$ cat src/rtl/edge_to_level.sv
// Rebuilds a level waveform from rising/falling edge event pulses, enforcing minimum
// high/low widths, deferring edges seen during a hold and flagging illegal sequences.
module edge_to_level #(
    parameter int unsigned MIN_HIGH = 3,
    parameter int unsigned MIN_LOW  = 2,
    parameter int unsigned CNT_W    = 8
) (
    input  logic             clk,
    input  logic             rst_n,
    input  logic             pos_edge,
    input  logic             neg_edge,
    input  logic             err_clr,
    output logic             data,
    output logic             busy,
    output logic             err,
    output logic [CNT_W-1:0] pos_cnt,
    output logic [CNT_W-1:0] neg_cnt
);

    localparam int unsigned MaxHold = (MIN_HIGH > MIN_LOW) ? MIN_HIGH : MIN_LOW;
    localparam int unsigned HoldW   = (MaxHold > 1) ? $clog2(MaxHold) : 1;
    localparam logic [HoldW-1:0] HighLast = HoldW'(MIN_HIGH - 1);
    localparam logic [HoldW-1:0] LowLast  = HoldW'(MIN_LOW - 1);

    typedef enum logic [1:0] {
        StLow,
        StHighHold,
        StHigh,
        StLowHold
    } state_e;

    state_e             state_q, state_d;
    logic [HoldW-1:0]   hold_q, hold_d;
    logic               pend_q, pend_d;
    logic               data_q, data_d;
    logic               busy_q, busy_d;
    logic               err_q, err_d;
    logic [CNT_W-1:0]   pos_cnt_q, pos_cnt_d;
    logic [CNT_W-1:0]   neg_cnt_q, neg_cnt_d;
    logic               illegal;
    logic               inc_pos;
    logic               inc_neg;
    logic               both;

    assign both = pos_edge & neg_edge;

    always_comb begin
        state_d = state_q;
        hold_d  = hold_q;
        pend_d  = pend_q;
        illegal = 1'b0;
        inc_pos = 1'b0;
        inc_neg = 1'b0;

        case (state_q)
            StLow: begin
                if (both || neg_edge) begin
                    illegal = 1'b1;
                end else if (pos_edge) begin
                    state_d = StHighHold;
                    hold_d  = '0;
                    pend_d  = 1'b0;
                    inc_pos = 1'b1;
                end
            end

            StHighHold: begin
                if (both) begin
                    illegal = 1'b1;
                end else if (neg_edge) begin
                    pend_d = 1'b1;
                end else if (pos_edge) begin
                    // A rise while a fall is pending cancels it as a glitch.
                    if (pend_q) pend_d = 1'b0;
                    else        illegal = 1'b1;
                end
                if (hold_q == HighLast) begin
                    hold_d = '0;
                    if (pend_d) begin
                        state_d = StLowHold;
                        pend_d  = 1'b0;
                        inc_neg = 1'b1;
                    end else begin
                        state_d = StHigh;
                    end
                end else begin
                    hold_d = hold_q + 1'b1;
                end
            end

            StHigh: begin
                if (both || pos_edge) begin
                    illegal = 1'b1;
                end else if (neg_edge) begin
                    state_d = StLowHold;
                    hold_d  = '0;
                    pend_d  = 1'b0;
                    inc_neg = 1'b1;
                end
            end

            StLowHold: begin
                if (both) begin
                    illegal = 1'b1;
                end else if (pos_edge) begin
                    pend_d = 1'b1;
                end else if (neg_edge) begin
                    if (pend_q) pend_d = 1'b0;
                    else        illegal = 1'b1;
                end
                if (hold_q == LowLast) begin
                    hold_d = '0;
                    if (pend_d) begin
                        state_d = StHighHold;
                        pend_d  = 1'b0;
                        inc_pos = 1'b1;
                    end else begin
                        state_d = StLow;
                    end
                end else begin
                    hold_d = hold_q + 1'b1;
                end
            end

            default: begin
                state_d = StLow;
                hold_d  = '0;
                pend_d  = 1'b0;
            end
        endcase

        data_d    = (state_d == StHighHold) || (state_d == StHigh);
        busy_d    = (state_d == StHighHold) || (state_d == StLowHold);
        // A new illegal event in the same cycle beats the clear.
        err_d     = illegal ? 1'b1 : (err_clr ? 1'b0 : err_q);
        pos_cnt_d = inc_pos ? pos_cnt_q + 1'b1 : pos_cnt_q;
        neg_cnt_d = inc_neg ? neg_cnt_q + 1'b1 : neg_cnt_q;
    end

    always_ff @(posedge clk) begin
        if (!rst_n) begin
            state_q   <= StLow;
            hold_q    <= '0;
            pend_q    <= 1'b0;
            data_q    <= 1'b0;
            busy_q    <= 1'b0;
            err_q     <= 1'b0;
            pos_cnt_q <= '0;
            neg_cnt_q <= '0;
        end else begin
            state_q   <= state_d;
            hold_q    <= hold_d;
            pend_q    <= pend_d;
            data_q    <= data_d;
            busy_q    <= busy_d;
            err_q     <= err_d;
            pos_cnt_q <= pos_cnt_d;
            neg_cnt_q <= neg_cnt_d;
        end
    end

    assign data    = data_q;
    assign busy    = busy_q;
    assign err     = err_q;
    assign pos_cnt = pos_cnt_q;
    assign neg_cnt = neg_cnt_q;

endmodule

$ cat config.mk
export PLATFORM = sky130hd
export DESIGN_NAME = edge_to_level
export DESIGN_NICKNAME = d
export VERILOG_FILES = /design/src/rtl/edge_to_level.sv
export SDC_FILE = /design/constraint.sdc
export NUM_CORES = 1
export LEC_CHECK = 0
export ABC_AREA = 1
export ABC_CLOCK_PERIOD_IN_PS = 4500
export CAP_MARGIN = 20
export CORE_MARGIN = 2
export CORE_UTILIZATION = 67
export DETAILED_ROUTE_END_ITERATION = 8
export DONT_BUFFER_PORTS = 1
export MAX_ROUTING_LAYER = met4
export PLACE_DENSITY = 0.83
export RECOVER_POWER = 25
export SLEW_MARGIN = 20
export SYNTH_ARGS = -nofsm -noshare
export SYNTH_HDL_FRONTEND = slang
export SYNTH_SLANG_ARGS = --single-unit
$ cat constraint.sdc
create_clock -name clk -period 4.5 [get_ports clk]
set_input_delay 0.45 -clock clk [delete_from_list [all_inputs] [get_ports clk]]
set_output_delay 0.45 -clock clk [all_outputs]
set_load 0.01 [all_outputs]
==> impl_results.md, run 1 <==
* Status: completed
* Max Fclk at 531 MHz
* Die ar. at approximately 2700 sq um
* Max-slew violation count at 0
* Most common cell in the synthesized netlist: nand2_1
* Mapped cell area at ~1500 sq um
* Pleak at 0.722 nW
* Wirelength per Cell at 12.0 um
* CTS sink count at 24
* # setup viols final at 0
* Syn Area/Cell at 6.69 sq um
* Critical Path RT at about 4.7 ns
* Worst r2r dst: pos_cnt[1]
* Largest net degree at the start of global routing at 18
* Multi-input gate area at a little under 900 sq um
* Nets at 242
* Post-route DRC at 0
* Clk buf depth at 2
* Worst setup path category: flop to flop
* Post-synth cell types at 25
* Crit start category: flop
* H-Tree Depth at 1
* Share of the synthesized area in the top cell type at 31.8%
* GP Congestion at 0.856
* Hold path startpoint: rst_n
* CTS clock-pin slew for the worst setup and hold paths at 0.13 ns
* Layout Utilization at between 70% and 80%
* Gr ovfl total at 0
* WL final at 3050 um
* Post-CTS Setup Repair Bufs at 0
* WHS Path Cells at 2
* Worst R2R Path Depth at 7
* Max Cap Viol at 0
* WP data arrival at about 2.1 ns
* Layout area overhead at 2.89%
* Final setup TNS at 0 ns
* Width of the die at 51.5 um
* Iter 0 DRT Violations at 30
* Antenna cells at 0
* Synth cell count leaders: nand2_1 (49), inv_1 (31), nand3_1 (28)
* Storage element area at approximately 480 sq um
* Via count at 1404
* Number of flops mapped to enable cells by yosys at 0
* Initial core utilization at about 70%
* Setup crit end kind: flop
* Unrepaired setup endpoints after global routing: false
* GRT Total Usage at 27.0%
* Rows at 17
* Area leader, netlist: dfxtp_1
* Worst hold path class: input port to flop
* Post-synthesis net count at 240
* CTS tree: built
* Hold-fix buffers, CTS at 0
* Register area share after synthesis at 31.8%
* Initial antenna violation count at 0
* Post-route setup slack at 2.62 ns
* Crit-path max FO at 11
* DRT antenna net count at 0
* Main area contributors after synthesis: dfxtp_1 (32%), nand2_1 (12%), nand3_1 (9.3%)
* R2R setup slack at 2.62 ns
* Fillers at 190
* Worst-margin pin slew at 0.473 ns
* Port Buffers at 0
* First-pass GRT wire length at 5470 um
* Max IR drop VDD at 0.000273 V
* Post-synthesis cell count at about 230
* Worst Hold Path EP: neg_cnt[5]
* Synth async-reset ratio at 0%
* Core area at between 2000 and 2500 sq um
* Crit share post-route at about two fifths
* Final Skew at 0.00957 ns
* Dpl ws at 2.64 ns
* Num ports at 24
* Root Buffer: clkbuf_4
* DP HPWL at 2370 um
* Min Tclk post-route at 1.88 ns
* Final instance area at 1560 sq um
* Fin. Hold Viols at 0
* Max transition margin at about two thirds
* YS warnings at 0
* FF-to-FF Start: state_q[1]
* Worst-skew pair later-pin latency at 0.31 ns
* # resized after CTS at 0
* Die height at 51.5 um
* Vias in the first global route at between 1000 and 1500
* Layout cell share with drive strength beyond 1 at 6.64%
* Ys flop type: dfxtp_1
* Pre-Repair DR Iteration Count at 4
* CTS Buf Count at 3
* Synth Register Bits at 24
* Pwr/cell area at approximately 370 nW/um^2
* Placement Cell Area at 1530 sq um
* Avg Vias per Cell at 5.53
## stage by stage
| step | total power [mW] | std cells | hold slack [ns] |
|---|---|---|---|
| floorplan | 0.449 | 226 | 0.466 |
| global placement | 0.481 | 251 | 0.483 |
| detailed placement | 0.488 | 251 | 0.504 |
| CTS | 0.578 | 254 | 0.250 |
| global route | 0.625 | 254 | 0.251 |
| finish | 0.576 | 254 | 0.251 |
## sequential cells by signal, indices dropped and copies added (netlist names)
signal   cells
neg_cnt      8
pos_cnt      8
hold_q       2
state_q      2
busy         1
data         1
err          1
pend_q       1
## where the power goes
group | internal [mW] | switching (mW) | leakage [nW] | total, mW
Combinational | 0.0698 | 0.147 | 0.513 | 0.216
Sequential | 0.239 | 0.0281 | 0.195 | 0.267
Clock | 0.0312 | 0.0606 | 0.0138 | 0.0918
Total | 0.340 | 0.235 | 0.722 | 0.576
## placed cells by master, fill, tap and decap left out, types with 2 or more instances in the layout
| cell type | n |
|---|---|
| clkinv_1 | 2 |
| nand3b_1 | 5 |
| xor2_1 | 6 |
| nand4_1 | 2 |
| clkbuf_4 | 3 |
| nor3_1 | 2 |
| inv_2 | 2 |
| inv_1 | 31 |
| nand3_2 | 2 |
| o21ai_0 | 11 |
| dfxtp_1 | 24 |
| nand2_1 | 49 |
| nand2_4 | 4 |
| nand3_1 | 28 |
| a21oi_1 | 16 |
| nor2_1 | 23 |
| nand2_2 | 2 |
| ha_1 | 9 |
## metal layers
| layer | vias up | share of wire, % | GRT usage, % |
|---|---|---|---|
| met1 | 641 | 46 | 32.7 |
| met3 | 6 | 3.4 | 2.87 |
| met5 | - | 0 | - |
| met2 | 31 | 49 | 47.2 |
| li1 | 726 | - | - |
| met4 | 0 | 1.2 | 8.77 |
## final cells by class
class | count | area share [%]
clock buffers | 3 | 1.45
flip-flops and latches | 24 | 30.9
well taps | 28 | 2.25
inverters | 35 | 8.44
multi-input cells | 164 | 57.0
## cells by family (layout without fill, tap and decap cells)
group | after synthesis | after routing | synth area share, %
compound gates | 32 | 32 | 11.5
fa+ha+maj | 9 | 9 | 7.44
buf+inv | 38 | 38 | 9.59
simple gates | 117 | 117 | 36.2
xor+xnor | 6 | 6 | 3.47
flops | 24 | 24 | 31.8
## worst max path at each step
stage	start	to	cells past startpoint
final	state_q[1]	pos_cnt[1]	7
after global routing	state_q[1]	pos_cnt[0]	7
after CTS	state_q[1]	pos_cnt[1]	7
after detailed placement	state_q[1]	pos_cnt[1]	7
after global placement	state_q[1]	pos_cnt[1]	7
after floorplan	state_q[1]	busy	11
## critical path, cell delays in order (launching register included)
cell,delay (ns)
dfxtp_1,0.40
inv_1,0.11
ha_1,0.54
clkinv_1,0.35
nand2_4,0.20
inv_2,0.05
nor2_1,0.09
nor2_1,0.05
Power figures use the tool's default switching activity.
==> run 2: changes to the inputs <==
--- a/config.mk
+++ b/config.mk
@@ -6,14 +6,14 @@
 export NUM_CORES = 1
 export LEC_CHECK = 0
 export ABC_AREA = 1
-export ABC_CLOCK_PERIOD_IN_PS = 4500
+export ABC_CLOCK_PERIOD_IN_PS = 1900
 export CAP_MARGIN = 20
 export CORE_MARGIN = 2
-export CORE_UTILIZATION = 67
+export CORE_UTILIZATION = 62
 export DETAILED_ROUTE_END_ITERATION = 8
 export DONT_BUFFER_PORTS = 1
 export MAX_ROUTING_LAYER = met4
-export PLACE_DENSITY = 0.83
+export PLACE_DENSITY = 0.78
 export RECOVER_POWER = 25
 export SLEW_MARGIN = 20
 export SYNTH_ARGS = -nofsm -noshare
==> constraint.sdc (replaced) <==
create_clock -name clk -period 1.9 [get_ports clk]
set_input_delay 0.19 -clock clk [delete_from_list [all_inputs] [get_ports clk]]
set_output_delay 0.19 -clock clk [all_outputs]
set_load 0.01 [all_outputs]
==> run 2 against run 1 <==
Die area is 7.4% higher. Worst hold slack worse by 0.12 ns. First-iteration DRC count is 100% higher. Sequential power is 140% higher. Clock skew is 0.0066 ns lower. Critical endpoint is now busy. Combinational power grew to 2.7 times the previous value. Sequential share of layout area is 1.0 points lower. Largest power group unchanged. Count of clock-buffer cells in the layout stayed put. Critical path depth is 2 higher. Global-route usage is 1.4 points higher. Worst setup slack worse by 2.5 ns. Maximum frequency is 8.6% higher.
==> impl_results.md, run 2 (synthesis gave the netlist of run 1 again) <==
* Status: completed
* Max transition margin at 64.9% (-3.4 points)
* First-pass GRT wire length at 5890 um (+7.7%)
* H-Tree Depth at 1 (unchanged)
* Root Buffer: clkbuf_4
* GP Congestion at 0.973 (+14%)
* Final setup TNS at 0 ns (unchanged)
* Avg Vias per Cell at 5.69 (+3.0%)
* Fillers at 189 (-0.53%)
* Layout Utilization at 71.4% (-0.38 points)
* CTS clock-pin slew for the worst setup and hold paths at 0.14 ns (about the same)
* Nets at 244 (+0.83%)
* Largest net degree at the start of global routing at 18 (unchanged)
* Pre-Repair DR Iteration Count at 5 (+1)
* Final instance area at 1610 sq um (+3.4%)
* Min Tclk post-route at 1.74 ns (-0.149 ns)
* # setup viols final at 0 (unchanged)
* Clk buf depth at 2 (unchanged)
* Post-route setup slack at 0.164 ns (-2.45 ns)
* Crit-path max FO at 5 (-6)
* Critical Path RT at 2.12 ns (-2.59 ns)
* WL final at 3420 um (+12%)
* Worst-skew pair later-pin latency at 0.32 ns (about the same)
* CTS sink count at 24 (unchanged)
* Antenna cells at 0 (unchanged)
* Via count at 1463 (+4.2%)
* DRT antenna net count at 0 (unchanged)
* Setup crit end kind: flop
* Commonest cells after routing, fill and taps aside: nand2_1 (49), inv_1 (30), nand3_1 (28)
* CTS tree: built
* Num ports at 24 (unchanged)
* Max Cap Viol at 0 (unchanged)
* Max-slew violation count at 0 (unchanged)
* DP HPWL at 2400 um (+1.4%)
* Initial core utilization at 67.1% (-2.6 points)
* Post-CTS Setup Repair Bufs at 0 (unchanged)
* Unrepaired setup endpoints after global routing: false
* Pwr/cell area at 994 nW/um^2 (+170%)
* Placement Cell Area at 1540 sq um (+0.49%)
* Die height at 53.4 um (+3.6%)
* Wirelength per Cell at 13.3 um (+11%)
* Vias in the first global route at 1408 (+3.6%)
* Final hold slack at 0.130 ns (-0.122 ns)
* Post-route DRC at 0 (unchanged)
* Final Skew at 0.00295 ns (-0.00663 ns)
* Layout cell share with drive strength beyond 1 at 8.73% (+2.1 points)
* Worst-margin pin slew at 0.524 ns (+0.0505 ns)
* GRT Total Usage at 28.5% (+1.4 points)
* Worst hold path class: input port to flop
* Max Fclk at 576 MHz (+8.6%)
* Max IR drop VDD at 0.000874 V (+220%)
* Die ar. at 2850 sq um (+7.4%)
* Dpl ws at 0.137 ns (-2.51 ns)
* Pleak at 0.744 nW (+3.1%)
* Crit share post-route at 91.4% (+49 points)
* Iter 0 DRT Violations at 61 (+100%)
* Width of the die at 53.4 um (+3.6%)
* Gr ovfl total at 0 (unchanged)
* Core area at 2250 sq um (+3.9%)
* Crit start category: flop
* Worst setup path category: flop to flop
* CTS Buf Count at 3 (unchanged)
* Fin. Hold Viols at 0 (unchanged)
* WP data arrival at 1.95 ns (-0.14 ns)
* Rows at 17 (unchanged)
* Layout area overhead at 6.37%
* Port Buffers at 0 (unchanged)
* Most common cell after layout, fill and taps aside: nand2_1
* Initial antenna violation count at 0 (unchanged)
-- run 2: area by class of cell --
cell class	count	area, sq um	area share, %
clock buffers	3	22.5	1.40
multi-input cells	164	892	55.4
inverters	35	131	8.16
flip-flops and latches	24	480	29.9
repair buffers	2	17.5	1.09
clock inverters	1	30.0	1.87
well taps	28	35.0	2.18
-- run 2: path summary, 6_finish.rpt --
| kind | startpoint | to | slack [ns] | depth (start not counted) |
|---|---|---|---|---|
| worst max-delay path | state_q[0] | busy | 0.16 | 9 |
| worst min-delay path | neg_edge | err | 0.13 | 2 |
| worst max register to register | state_q[0] | busy | 0.16 | 9 |
| worst min register to register | hold_q[1] | hold_q[1] | 0.52 | 2 |
-- run 2: critical path: stages, from the launching register on --
cell     delay, ns
dfxtp_1       0.41
inv_1         0.11
ha_1          0.27
nor2_1        0.16
nand3_1       0.09
o21ai_1       0.16
inv_1         0.09
ha_1          0.20
nor2_1        0.10
nor2_1        0.04
-- run 2: metal layers --
layer	wire length, um	vias to the layer above	GRT usage [%]
li1	-	735	-
met1	1520	672	34.7
met2	1700	54	48.4
met3	178	2	4.52
met4	17	0	8.12
met5	0	-	-
-- run 2: power breakdown --
group | switching, mW | internal, mW | total (mW)
Clock | 0.169 | 0.213 | 0.382
Combinational | 0.393 | 0.186 | 0.579
Sequential | 0.0721 | 0.567 | 0.639
-- run 2: metrics by stage --
step                      power [mW]  std cells
final                           1.60        257
after global routing            1.69        257
after CTS                       1.58        257
after detailed placement        1.20        252
after global placement          1.17        252
after floorplan                 1.06        226
-- run 2: repair_timing --
item,CTS,global route
endpoints found under the setup margin,0,2
hold buffers,1,0
resized for setup,0,4
endpoints found under the hold margin,7,0
==> run 3: changes to the inputs <==
--- a/config.mk
+++ b/config.mk
@@ -8,13 +8,11 @@
 export ABC_AREA = 1
 export ABC_CLOCK_PERIOD_IN_PS = 1900
 export CAP_MARGIN = 20
-export CORE_MARGIN = 2
 export CORE_UTILIZATION = 62
 export DETAILED_ROUTE_END_ITERATION = 8
 export DONT_BUFFER_PORTS = 1
 export MAX_ROUTING_LAYER = met4
 export PLACE_DENSITY = 0.78
-export RECOVER_POWER = 25
 export SLEW_MARGIN = 20
 export SYNTH_ARGS = -nofsm -noshare
 export SYNTH_HDL_FRONTEND = slang
==> run 3 against run 2 <==
Utilization decreased by 0.11 points. Sequential cell count unchanged. Clock power decreased by 2%. Worst hold slack got worse by 0.11 ns. Combinational power decreased by 3%. Maximum frequency decreased by 2.0%. Die area decreased by 7.4%. Final cell count unchanged. Total power decreased by 1.7%. Wire length decreased by 6.8%. Cell area decreased by 0.16%.
==> impl_results.md, run 3 (synthesis gave the netlist of run 1 again) <==
* Status: completed
* # setup viols final at 0 (unchanged)
* CP max stage delay at 0.37 ns (-0.04 ns)
* Via count at 1395 (-4.6%)
* Max IR drop VDD at 0.000771 V (-12%)
* Met2 Wirelength at 1580 um (-7.3%)
* DRT antenna net count at 0 (unchanged)
* Initial antenna violation count at 0 (unchanged)
* Max Cap Viol at 0 (unchanged)
* Core area at 2250 sq um (unchanged)
* DP HPWL at 2350 um (-2.3%)
* FF-to-FF Start: state_q[0]
* Worst-margin pin slew at 0.495 ns (-0.0283 ns)
* Crit-path max FO at 5 (unchanged)
* Max layer used: met4
* Final Skew at 0.0117 ns (+0.00878 ns)
* Clk buf depth at 2 (unchanged)
* R2R setup slack at 0.13 ns (-0.04 ns)
* CTS tree: built
* Crit start category: flop
* Worst setup path category: flop to flop
* Worst r2r dst: busy
* Die height at 51.4 um (-3.7%)
* Antenna cells at 0 (unchanged)
* Setup crit end kind: flop
* Initial core utilization at 67.1% (unchanged)
* Width of the die at 51.4 um (-3.7%)
* CTS Buf Count at 3 (unchanged)
* CTS sink count at 24 (unchanged)
* Pwr/cell area at 979 nW/um^2 (-1.6%)
* Slowest-stage cell, CP: o21ai_0
* Setup crit start: state_q[0]
* Final hold slack at 0.0172 ns (-0.112 ns)
* Root Buffer: clkbuf_4
* WHS Path Cells at 2 (unchanged)
* Wirelength per Cell at 12.4 um (-6.8%)
* Crit share post-route at 93.2% (+1.9 points)
* Fin. Hold Viols at 0 (unchanged)
* WL final at 3190 um (-6.8%)
* Largest net degree at the start of global routing at 18 (unchanged)
* Dpl ws at 0.134 ns (-0.00258 ns)
* GRT Total Usage at 28.0% (-0.51 points)
* Worst hold path class: input port to flop
* Met3 wire length at 122 um (-31%)
* Max-slew violation count at 0 (unchanged)
* Vias in the first global route at 1386 (-1.6%)
* Layout cell share with drive strength beyond 1 at 8.30% (-0.44 points)
* Min Tclk post-route at 1.77 ns (+0.0360 ns)
* Most common cell after layout, fill and taps aside: nand2_1
* Num ports at 24 (unchanged)
* WP data arrival at 1.97 ns (+0.02 ns)
* H-Tree Depth at 1 (unchanged)
* Worst R2R Path Depth at 8 (-1)
* Layout area overhead at 6.20%
* Worst-skew pair later-pin latency at 0.32 ns (about the same)
* Iter 0 DRT Violations at 28 (-54%)
* Die ar. at 2640 sq um (-7.4%)
* Worst Hold Path EP: hold_q[1]
* Rows at 17 (unchanged)
* Gr ovfl total at 0 (unchanged)
* GP Congestion at 0.965 (-0.80%)
* Critical Path RT at 2.10 ns (-0.02 ns)
* Hold path startpoint: rst_n
* Commonest cells after routing, fill and taps aside: nand2_1 (49), inv_1 (30), nand3_1 (28)
* Max transition margin at 66.8% (+1.9 points)
* Wire length on met1 at 1460 um (-3.9%)
* Nets at 244 (unchanged)
* Post-route DRC at 0 (unchanged)
* Total power at 1.57 mW (-1.7%)
* First-pass GRT wire length at 5570 um (-5.5%)
* Layout Cells excl Fill at 257 (unchanged)
* Post-route setup slack at 0.128 ns (-0.0360 ns)
* Crit path max-delay family: adder cells
* Final setup TNS at 0 ns (unchanged)
* Pleak at 0.744 nW (about the same)
* Pre-Repair DR Iteration Count at 4 (-1)
* Max Fclk at 564 MHz (-2.0%)
* WP buf/inv at 3 (+1)
* Critical Path, Cell by Cell: inv_1, ha_1, inv_1, o21ai_0, inv_1, ha_1, nor2_1, nor2_1
* Most numerous cell on the critical path: inv_1
* Port Buffers at 0 (unchanged)
* CTS clock-pin slew for the worst setup and hold paths at 0.14 ns (about the same)
* Placed Instances at 252 (unchanged)
* Unrepaired setup endpoints after global routing: false
* Avg Vias per Cell at 5.43 (-4.6%)
-- run 3: cell types whose count changed in the layout (fill, tap and decap cells not counted) --
cell | previous run | this run
nor2_1 | 22 | 23
nor2_2 | 1 | 0
o21ai_0 | 10 | 11
o21ai_1 | 1 | 0
-- run 3: how the worst max path moves through the flow --
| stage | end | slack [ns] | cells past startpoint |
|---|---|---|---|
| CTS | busy | 0.11 | 11 |
| floorplan | busy | 0.38 | 11 |
| finish | busy | 0.13 | 8 |
| global route | busy | 0.03 | 9 |
| global placement | busy | 0.25 | 8 |
| detailed placement | busy | 0.13 | 11 |
-- run 3: stage by stage --
stage               utilization [%]  area, sq um
floorplan                         -         1510
global placement               68.4         1540
detailed placement             68.4         1540
CTS                            71.1         1600
global route                   71.3         1610
finish                         71.3         1610
-- run 3: report_power, final --
group          internal, mW  switching [mW]
clock                 0.213           0.160
sequential            0.567          0.0679
combinational         0.183           0.382
total                 0.963           0.609
-- run 3: area by class of cell --
cell class | instances | area [sq um]
Tap cell | 28 | 35.0
Clock inverter | 1 | 30.0
Multi-Input combinational cell | 164 | 890
Inverter | 35 | 131
Fill cell | 212 | 648
Timing Repair Buffer | 2 | 17.5
Clock buffer | 3 | 22.5
Sequential cell | 24 | 480
-- run 3: worst register-to-register path, stage by stage, from the launching register on --
cell and delay (ns):
dfxtp_1 0.36, inv_1 0.12, ha_1 0.24, inv_1 0.13, o21ai_0 0.37, inv_1 0.09, ha_1 0.21, nor2_1 0.10
nor2_1 0.04
-- run 3: routing by layer --
layer,GRT usage [%],vias to the layer above
met5,-,-
li1,-,734
met2,48.1,29
met3,6.85,4
met1,32.5,628
met4,6.76,0
-- run 3: timing repair --
item | 4_1_cts | 5_1_grt
gates resized for setup | 0 | 2
endpoints found under the setup margin | 0 | 2
endpoints found under the hold margin | 6 | 0
buffers inserted | 0 | 0
hold buffers | 1 | 0
